### config.mk
export PLATFORM = sky130hd
export DESIGN_NAME = pdu_dmem_arbiter
export DESIGN_NICKNAME = d
export VERILOG_FILES = /design/src/rtl/pdu_dmem_arbiter.sv
export SDC_FILE = /design/constraint.sdc
export NUM_CORES = 1
export LEC_CHECK = 0
export CORE_AREA = 3 3 93 95
export CTS_CLUSTER_SIZE = 16
export DETAILED_ROUTE_END_ITERATION = 6
export DIE_AREA = 0 0 96 98
export HOLD_SLACK_MARGIN = 0.02
export PLACE_DENSITY_LB_ADDON = 0.12
export SKIP_CTS_REPAIR_TIMING = 1
export SLEW_MARGIN = 10
export SYNTH_ARGS = -nofsm -noshare
export SYNTH_HDL_FRONTEND = slang
export SYNTH_SLANG_ARGS = --single-unit
### constraint.sdc
create_clock -name sys_clk -period 4.7 [get_ports sys_clk]
set_clock_uncertainty 0.2 [all_clocks]
set_input_delay 0.94 -clock sys_clk [delete_from_list [all_inputs] [get_ports sys_clk]]
set_output_delay 0.94 -clock sys_clk [all_outputs]
set_load 0.05 [all_outputs]
### src/rtl/pdu_dmem_arbiter.sv
// ---------------------------------------------------------------------------
// pdu_dmem_arbiter
//
// Shares the single-port PDU data memory between the CPU data port and the
// PDU debug/host port. Requesters are arbitrated round-robin. While pdu_lock
// is high the PDU owns the memory exclusively. At most one access is issued
// per cycle. The response comes back one cycle later and is tagged by the
// per-requester rvalid.
//
// Optional feature macro: PDU_DMEM_ARB_STATS_EN
//   When this macro is defined, the block adds a stats_clr input and three
//   saturating 32-bit activity counters.
//
// Ports:
//   sys_clk, sys_rst       clock, asynchronous active-high reset
//   cpu_req/we/addr/wdata  CPU request (held until cpu_gnt)
//   cpu_gnt                CPU accepted this cycle (combinational)
//   cpu_rvalid/rdata       CPU response (rvalid registered)
//   pdu_req/we/addr/wdata  PDU request (held until pdu_gnt)
//   pdu_lock               PDU exclusive-access lock
//   pdu_gnt                PDU accepted this cycle (combinational)
//   pdu_rvalid/rdata       PDU response (rvalid registered)
//   mem_addr/wdata/we      memory drive, muxed from the winner
//   mem_rdata              memory read data, valid the cycle after access
//   stats_clr, stat_*_cnt  statistics (only with PDU_DMEM_ARB_STATS_EN)
// ---------------------------------------------------------------------------
module pdu_dmem_arbiter #(
  parameter int DEPTH = 12
) (
  input  logic             sys_clk,
  input  logic             sys_rst,
  input  logic             cpu_req,
  input  logic             cpu_we,
  input  logic [DEPTH-1:0] cpu_addr,
  input  logic [31:0]      cpu_wdata,
  output logic             cpu_gnt,
  output logic             cpu_rvalid,
  output logic [31:0]      cpu_rdata,
  input  logic             pdu_req,
  input  logic             pdu_we,
  input  logic [DEPTH-1:0] pdu_addr,
  input  logic [31:0]      pdu_wdata,
  input  logic             pdu_lock,
  output logic             pdu_gnt,
  output logic             pdu_rvalid,
  output logic [31:0]      pdu_rdata,
`ifdef PDU_DMEM_ARB_STATS_EN
  input  logic             stats_clr,
  output logic [31:0]      stat_cpu_cnt,
  output logic [31:0]      stat_pdu_cnt,
  output logic [31:0]      stat_conflict_cnt,
`endif
  output logic [DEPTH-1:0] mem_addr,
  output logic [31:0]      mem_wdata,
  output logic             mem_we,
  input  logic [31:0]      mem_rdata
);

  typedef enum logic {
    GRANT_CPU = 1'b0,
    GRANT_PDU = 1'b1
  } grant_e;

  grant_e last_grant_q;
  grant_e last_grant_d;
  logic   cpu_gnt_s;
  logic   pdu_gnt_s;
  // Response-owner flags: each one records that its side won in the previous cycle.
  logic   cpu_rvalid_q;
  logic   pdu_rvalid_q;

  // Grant decision. The lock overrides round-robin. On a conflict, the side
  // that did not win last time is granted.
  always_comb begin
    cpu_gnt_s = 1'b0;
    pdu_gnt_s = 1'b0;
    if (pdu_lock) begin
      pdu_gnt_s = pdu_req;
    end else if (cpu_req && pdu_req) begin
      if (last_grant_q == GRANT_PDU) begin
        cpu_gnt_s = 1'b1;
      end else begin
        pdu_gnt_s = 1'b1;
      end
    end else begin
      cpu_gnt_s = cpu_req;
      pdu_gnt_s = pdu_req;
    end
  end

  // Memory drive mux. The CPU values are the idle default, and we stays low unless a grant occurs.
  always_comb begin
    if (pdu_gnt_s) begin
      mem_addr  = pdu_addr;
      mem_wdata = pdu_wdata;
      mem_we    = pdu_we;
    end else begin
      mem_addr  = cpu_addr;
      mem_wdata = cpu_wdata;
      mem_we    = cpu_we & cpu_gnt_s;
    end
  end

  // Next round-robin pointer. It only moves when someone is granted.
  always_comb begin
    if (pdu_gnt_s) begin
      last_grant_d = GRANT_PDU;
    end else if (cpu_gnt_s) begin
      last_grant_d = GRANT_CPU;
    end else begin
      last_grant_d = last_grant_q;
    end
  end

  // Arbitration state and one-cycle response tagging.
  always_ff @(posedge sys_clk or posedge sys_rst) begin
    if (sys_rst) begin
      last_grant_q <= GRANT_PDU;
      cpu_rvalid_q <= 1'b0;
      pdu_rvalid_q <= 1'b0;
    end else begin
      last_grant_q <= last_grant_d;
      cpu_rvalid_q <= cpu_gnt_s;
      pdu_rvalid_q <= pdu_gnt_s;
    end
  end

  assign cpu_gnt    = cpu_gnt_s;
  assign pdu_gnt    = pdu_gnt_s;
  assign cpu_rvalid = cpu_rvalid_q;
  assign pdu_rvalid = pdu_rvalid_q;
  // The memory returns written data on writes, so both data paths are plain pass-throughs.
  assign cpu_rdata  = mem_rdata;
  assign pdu_rdata  = mem_rdata;

`ifdef PDU_DMEM_ARB_STATS_EN
  logic [31:0] stat_cpu_q;
  logic [31:0] stat_pdu_q;
  logic [31:0] stat_conflict_q;

  // Saturating increment.
  function automatic logic [31:0] sat_inc(input logic [31:0] val);
    if (val == 32'hFFFF_FFFF) begin
      return val;
    end else begin
      return val + 32'd1;
    end
  endfunction

  // Activity counters. A clear wins over a same-cycle increment.
  // A conflict is counted even when the lock blocks the CPU.
  always_ff @(posedge sys_clk or posedge sys_rst) begin
    if (sys_rst) begin
      stat_cpu_q      <= 32'd0;
      stat_pdu_q      <= 32'd0;
      stat_conflict_q <= 32'd0;
    end else if (stats_clr) begin
      stat_cpu_q      <= 32'd0;
      stat_pdu_q      <= 32'd0;
      stat_conflict_q <= 32'd0;
    end else begin
      if (cpu_gnt_s) begin
        stat_cpu_q <= sat_inc(stat_cpu_q);
      end
      if (pdu_gnt_s) begin
        stat_pdu_q <= sat_inc(stat_pdu_q);
      end
      if (cpu_req && pdu_req) begin
        stat_conflict_q <= sat_inc(stat_conflict_q);
      end
    end
  end

  assign stat_cpu_cnt      = stat_cpu_q;
  assign stat_pdu_cnt      = stat_pdu_q;
  assign stat_conflict_cnt = stat_conflict_q;
`endif

endmodule

* Word level (Yosys, flattened, before mapping)
Cells that the tools add are included.
** Word-level totals
- Flip-flop bits (word level) :: 3
- Input bits :: 127
- Output and inout port bits :: 113
- Logic and storage cells :: 17
** Cells by class
- Multiplexer cells :: 11
- Bitwise logic cells :: 1
- Reductions and logical operators :: 2
** Operators by type and width (count)
- two-way mux 32 bit :: 1
- two-way mux 12 bit :: 1
- two-way mux 1 bit :: 9
- nonzero test 2 bit :: 1
- AND 1 bit :: 1
- logical AND 1 bit :: 1

* Logic depth before layout (Yosys ltp)
Gate-level depths: netlist of the first run.
- Depth in word-level cells :: 5
- Mapped depth :: 5
- Mapped depth without buffers :: 2

* Worst setup path before layout of the first run
No wires, ideal clock.
- Path kind :: input port to output port
- From :: in pdu_req
- To :: out mem_we
- Data arrival time :: 2440 ps
- Required time :: 3560 ps
- Slack :: 1120 ps
- Stages on the path :: 3
- Path buffers :: 1
- Cells stage by stage :: buf_2 > nor2b_1 > o32ai_1
** Between the ends
- Word-level cells in the longest chain between the ends :: 5
- Elaborated cells between the ends (all ways) :: 7
- Classes of those cells :: mux (5); bitwise (1); reduce/logical (1)
** Ends and longest elaborated chain
- from (decl) :: line 39 : input logic pdu_req,
- logical AND 1 bit :: line 79 : end else if (cpu_req && pdu_req) begin
- two-way mux 1 bit :: line 79
- two-way mux 1 bit :: line 77 : if (pdu_lock) begin
- AND 1 bit :: line 100 : mem_we = cpu_we & cpu_gnt_s;
- two-way mux 1 bit * :: line 93 : if (pdu_gnt_s) begin
- to (decl) :: line 55 : output logic mem_we,
Mark *: on every way between the ends. The rest lies on a longest branch, timed or not.

* Worst setup path in the final report of the first run
- From :: in pdu_lock
- To :: out mem_wdata[17]
** Between the ends
- Word-level cells in the longest chain between the ends :: 2
** Ends and longest elaborated chain
- from (decl) :: line 43 : input logic pdu_lock,
- two-way mux 1 bit :: line 77
- two-way mux 32 bit :: line 93
- to (decl) :: line 54 : output logic [31:0] mem_wdata,
Every way passes these cells.

==> results of run 1 <==
==> power by group through the flow <==
stage | clock network (mW) | logic [mW] | registers (mW)
2_1_floorplan | 0 | 0.416 | 0.0338
3_3_place_gp | 0 | 0.554 | 0.0299
3_5_place_dp | 0 | 0.557 | 0.0299
4_1_cts | 0.0747 | 0.559 | 0.0297
5_1_grt | 0.0760 | 0.580 | 0.0298
6_report | 0.0731 | 0.552 | 0.0296
==> per-layer routing <==
| layer | global-route usage, % | vias up | part of all wire (%) |
|---|---|---|---|
| li1 | - | 1061 | - |
| met1 | 18.21 | 990 | 41 |
| met2 | 23.05 | 106 | 47 |
| met3 | 3.159 | 23 | 10 |
| met4 | 4.048 | 0 | 2.1 |
| met5 | 0 | - | 0 |
==> critical path, cell delays in order <==
cell             delay, ns
clkdlybuf4s50_1       0.41
and3b_2               0.71
buf_12                0.27
o211ai_2              0.14
buf_12                0.17
==> metrics by stage <==
stage,total power [mW],cell area (um^2)
6_report,0.6552,3552
5_1_grt,0.6855,3552
4_1_cts,0.6630,3552
3_5_place_dp,0.5873,3507
3_3_place_gp,0.5837,3507
2_1_floorplan,0.4497,2092
==> synthesized netlist by cell type <==
| library cell | n | area, um^2 |
|---|---|---|
| nand2_1 | 45 | 168.9 |
| nor2_1 | 3 | 11.26 |
| and3b_1 | 1 | 8.760 |
| inv_1 | 2 | 7.510 |
| o211ai_2 | 30 | 375.4 |
| buf_4 | 64 | 480.5 |
| dfstp_2 | 1 | 26.28 |
| o32ai_1 | 1 | 8.760 |
| nand2b_1 | 45 | 281.5 |
| o211ai_1 | 14 | 105.1 |
| nand4b_1 | 44 | 385.4 |
| buf_12 | 3 | 60.06 |
| buf_2 | 4 | 20.02 |
| nor2b_1 | 2 | 12.51 |
| clkbuf_1 | 20 | 75.07 |
| dfrtp_1 | 2 | 50.05 |
| buf_6 | 1 | 11.26 |
| buf_1 | 1 | 3.750 |
==> area by class of cell <==
type                    count  area (um^2)  area share, %
clock buffers               4        45.04          1.268
inverters                   2        7.507         0.2113
multi-input cells         185         1359          38.25
flip-flops and latches      3        76.32          2.149
well taps                 102        127.6          3.593
repair buffers            149         1937          54.53
==> cells by family after synthesis <==
logic type	count (synthesis)	share of synthesized area [%]
simple gates	140	41.51
flops	3	3.649
compound gates	45	23.39
buf+inv	95	31.46
==> worst paths after layout <==
check	to	depth (start not counted)	start	slack, ns
worst min-delay path	last_grant_q$_DFFE_PP1P_	3	last_grant_q$_DFFE_PP1P_	0.64
max in group asynchronous	last_grant_q$_DFFE_PP1P_	2	sys_rst	3.37
min in group asynchronous	cpu_rvalid$_DFF_PP0_	2	sys_rst	0.72
worst max register to register	pdu_rvalid$_DFF_PP0_	2	last_grant_q$_DFFE_PP1P_	2.96
worst min register to register	last_grant_q$_DFFE_PP1P_	3	last_grant_q$_DFFE_PP1P_	0.64
worst max-delay path	mem_wdata[17]	5	pdu_lock	0.91
==> registers in the layout, indices dropped and copies added (netlist names) <==
signal,cells
cpu_rvalid,1
last_grant_q,1
pdu_rvalid,1
==> run_results.csv, run 1 <==
group,metric,value,unit
sta,hold_violations,0,
clock_tree,cts_htree_levels,1,
sta,layout_worst_path_cycle_share,80.64,%
place,pre_cts_ws,0.8830,ns
final_layout,final_util,45.50,%
final_layout,area_growth,69.80,%
clock_tree,clockBufferDepth,2,
final_layout,layout_common_cells,"clkdlybuf4s50_1 (94), buf_12 (47), nand2_1 (45), nand2b_1 (45), nand4b_1 (44)",
drt,drt-wirelength-per-cell,16.11,um
final_layout,layout.cells.non_filler,445,
clock_tree,clk_latency,0.21,ns
final_layout,nNetsFinal,471,
power_and_ir_drop,p_clk_share,11.2,%
drt,drc,0,
floorplan,std_cell_rows,32,
power_and_ir_drop,powerDensity,184.4,mW/mm^2
floorplan,start_util,26.79,%
setup_path,worstSetupPathType,"in -> out",
sta,rsz0062_at_grt,"no",
synth,yosysSeqAreaShare,3.648,%
final_layout,diodes,0,
sta,fmax,263.9,MHz
sta,worst_slack,0.9101,ns
clock_tree,cts_root_buffer,"clkbuf_8",
sta,setup_tns,0,ns
sta,relSlewSlack,50.73,%
clock_tree,numCtsBuffers,3,
synth,synthCells,283,
sta,setup_viol,0,
grt,grt_use_total,14.06,%
floorplan,die_w,96,um
setup_path,cp.required,3.56,ns
synth,synth_area_per_cell,7.392,um^2
sta,worst_hold_slack,0.6425,ns
power_and_ir_drop,p_leak,1.376,nW
synth,ys_warn_count,0,
place,placed_cells,441,
floorplan,dieArea,0.009408,mm^2
grt,grt_max_degree,51,
power_and_ir_drop,vdd_drop_max,0.00008304,V
floorplan,fp.dieH,98,um
synth,synth.net_count,410,
drt,wirelength,7170,um
sta,finalMaxSlewViolations,0,
hold_path,min_path_type,"reg -> reg",
power_and_ir_drop,switching_share,45.64,%
synth,yosys_register_bits,3,
power_and_ir_drop,p_sw,0.2990,mW
synth,syn-cell-area,0.002092,mm^2
final_layout,nFillCells,783,
drt,drt-pass1-iter-count,4,
final_layout,drive_gt1_share,26.24,%
setup_path,worstPathArrival,2.65,ns
final_layout,mostFrequentLayoutCell,"clkdlybuf4s50_1",
power_and_ir_drop,seqPwrFrac,4.5,%
place,dpl.hpwl,5216,um
power_and_ir_drop,internal-power,0.3562,mW
place,io_buffers,143,
grt,grt_pass1_wl,10940,um
drt,postRouteAntennaNets,0,
clock_tree,clock_sinks,3,
setup_path,cp-start-kind,"input port",
grt,grt_pass1_vias,2139,
run_status,status,"finished, final reports clean",
floorplan,core,0.007807,mm^2
drt,vias_per_cell,4.899,
grt,grt_antenna_before_repair,0,
clock_tree,clkTransAtPathRegs,0.03,ns
setup_path,worst-path-max-fanout,28,
sta,worst_slew_pin_slew,0.7390,ns
run,maxCapViolCount,0,
drt,vias,2180,
grt,grt-ovfl-total,0,
place,gp_congestion,0.7042,
floorplan,ios,240,
synth,ys_types,18,
drt,first_iter_violations,116,
sta,finalCriticalPeriod,3.790,ns
power_and_ir_drop,power_frac_comb,84.3,%
clock_tree,cts_tree,"built",
setup_path,cp-end-kind,"output port",
(Power assumes the default switching activity.)
==> inputs of run 2 (changes only) <==
--- a/config.mk
+++ b/config.mk
@@ -5,10 +5,10 @@
 export SDC_FILE = /design/constraint.sdc
 export NUM_CORES = 1
 export LEC_CHECK = 0
-export CORE_AREA = 3 3 93 95
+export CORE_MARGIN = 3
+export CORE_UTILIZATION = 28
 export CTS_CLUSTER_SIZE = 16
 export DETAILED_ROUTE_END_ITERATION = 6
-export DIE_AREA = 0 0 96 98
 export HOLD_SLACK_MARGIN = 0.02
 export PLACE_DENSITY_LB_ADDON = 0.12
 export SKIP_CTS_REPAIR_TIMING = 1
==> constraint.sdc (replaced) <==
create_clock -name sys_clk -period 3.8 [get_ports sys_clk]
set_clock_uncertainty 0.2 [all_clocks]
set_input_delay 0.76 -clock sys_clk [delete_from_list [all_inputs] [get_ports sys_clk]]
set_output_delay 0.76 -clock sys_clk [all_outputs]
set_load 0.05 [all_outputs]
==> run 2 against run 1 <==
Compared with the run above:
- highest routed layer unchanged
- clock power is 25% higher
- core utilization rose by 5.3 points
- first-iteration DRC count decreased by 30%
- largest power group unchanged
- hold slack got worse by 0.13 ns
==> run_results.csv, run 2 (synthesized netlist as in run 1, its figures left out) <==
group,metric,value,unit
floorplan,die_w,92.44,um
clock_tree,clock_sinks,3,
clock_tree,cts_htree_levels,1,
clock_tree,cts_tree,"built",
sta,worst_slew_pin_slew,0.5569,ns
final_layout,drive_gt1_share,26.45,%
floorplan,ios,240,
place,dpl.hpwl,5170,um
run,maxCapViolCount,0,
setup_path,cp.required,2.84,ns
setup_path,reg2reg_slack,2.16,ns
drt,drt-wirelength-per-cell,16.20,um
drt,drc,0,
floorplan,std_cell_rows,30,
setup_path,worstPathArrival,2.40,ns
drt,first_iter_violations,81,
floorplan,fp.dieH,92.44,um
final_layout,mostFrequentLayoutCell,"clkdlybuf4s50_1",
drt,drt-pass1-iter-count,4,
run_status,status,"finished, final reports clean",
setup_path,cp-end-kind,"output port",
final_layout,area_growth,70.39,%
sta,rsz0062_at_grt,"no",
final_layout,nNetsFinal,472,
place,io_buffers,143,
setup_path,cp_slowest_cell,"and3b_2",
power_and_ir_drop,vdd_drop_max,0.0001275,V
grt,grt_antenna_before_repair,0,
grt,grt_pass1_vias,2127,
sta,hold_violations,0,
hold_path,min_path_type,"in -> async",
clock_tree,clk_latency,0.21,ns
clock_tree,cts_root_buffer,"clkbuf_8",
final_layout,layout_common_cells,"clkdlybuf4s50_1 (94), buf_12 (48), nand2_1 (45), nand2b_1 (45), nand4b_1 (44)",
sta,layout_worst_path_cycle_share,88.41,%
setup_path,worstSetupPathType,"in -> out",
final_layout,final_util,50.78,%
setup_path,cp-start-kind,"input port",
sta,finalMaxSlewViolations,0,
sta,relSlewSlack,62.87,%
drt,postRouteAntennaNets,0,
floorplan,dieArea,0.008544,mm^2
setup_path,crit_path_start,"pdu_lock",
setup_path,worst-path-max-fanout,20,
drt,vias,2211,
power_and_ir_drop,powerDensity,228.3,mW/mm^2
power_and_ir_drop,p_leak,1.386,nW
sta,finalCriticalPeriod,3.360,ns
floorplan,core,0.007019,mm^2
final_layout,diodes,0,
grt,grt_pass1_wl,11090,um
drt,wirelength,7130,um
drt,vias_per_cell,5.025,
clock_tree,clkTransAtPathRegs,0.03,ns
sta,setup_tns,0,ns
setup_path,r2r_end,"cpu_rvalid$_DFF_PP0_",
clock_tree,clockBufferDepth,2,
sta,setup_viol,0,
setup_path,r2r_start,"last_grant_q$_DFFE_PP1P_",
clock_tree,numCtsBuffers,3,
grt,grt_use_total,15.51,%
setup_path,max_stage_delay,0.52,ns
grt,grt-ovfl-total,0,
place,gp_congestion,0.7160,
grt,grt_max_degree,47,
sta,fmax,297.7,MHz
setup_path,path_cells,"clkdlybuf4s50_1, and3b_2, buf_4, o211ai_2, buf_12",
floorplan,start_util,29.80,%
setup_path,worstRegToRegCells,3,
-- run 2: layout make-up --
cell class                 count  area [um^2]
sequential                     3        76.32
tap                           96        120.1
fill                         660         3455
inverter                       2        7.507
timing repair buffer         150         1957
clock buffer                   4        45.04
multi-input combinational    185         1359
-- run 2: per-layer routing --
| metal | routed length [um] | GRT usage, % | vias up |
|---|---|---|---|
| li1 | - | - | 1057 |
| met1 | 2951 | 20.13 | 1003 |
| met2 | 3328 | 25.08 | 127 |
| met3 | 716 | 3.899 | 24 |
| met4 | 134 | 4.827 | 0 |
| met5 | 0 | 0 | - |
-- run 2: worst max path at each step --
stage	endpoint	slack, ns
after CTS	mem_wdata[18]	0.41
final	mem_wdata[7]	0.44
after global routing	mem_wdata[7]	0.33
after floorplan	mem_we	0.58
after global placement	mem_wdata[19]	0.45
after detailed placement	mem_wdata[14]	0.41
-- run 2: power breakdown --
part	leakage, nW	total (mW)	internal [mW]	switching [mW]
combinational	1.33	0.686	0.336	0.350
sequential	0.0357	0.0365	0.0356	0.000841
clock	0.0228	0.0915	0.0715	0.0200
-- run 2: per-stage QoR --
| stage | instances | hold slack, ns | power (mW) | worst slack [ns] | cell area (um^2) |
|---|---|---|---|---|---|
| 6_report | 440 | 0.5147 | 0.8140 | 0.4404 | 3565 |
| 5_1_grt | 440 | 0.5347 | 0.8509 | 0.3331 | 3565 |
| 4_1_cts | 440 | 0.5139 | 0.8235 | 0.4056 | 3565 |
| 3_5_place_dp | 436 | 0.6309 | 0.7277 | 0.4146 | 3520 |
| 3_3_place_gp | 436 | 0.6416 | 0.7253 | 0.4462 | 3520 |
| 2_1_floorplan | 283 | 0.3129 | 0.5563 | 0.5800 | 2092 |
-- run 2: critical path, delay by kind of cell --
family / cells / cell delay [ns]
and+or+nand+nor: 1 / 0.52
AOI/OAI and AO/OA: 1 / 0.16
buffers and inverters: 3 / 0.95
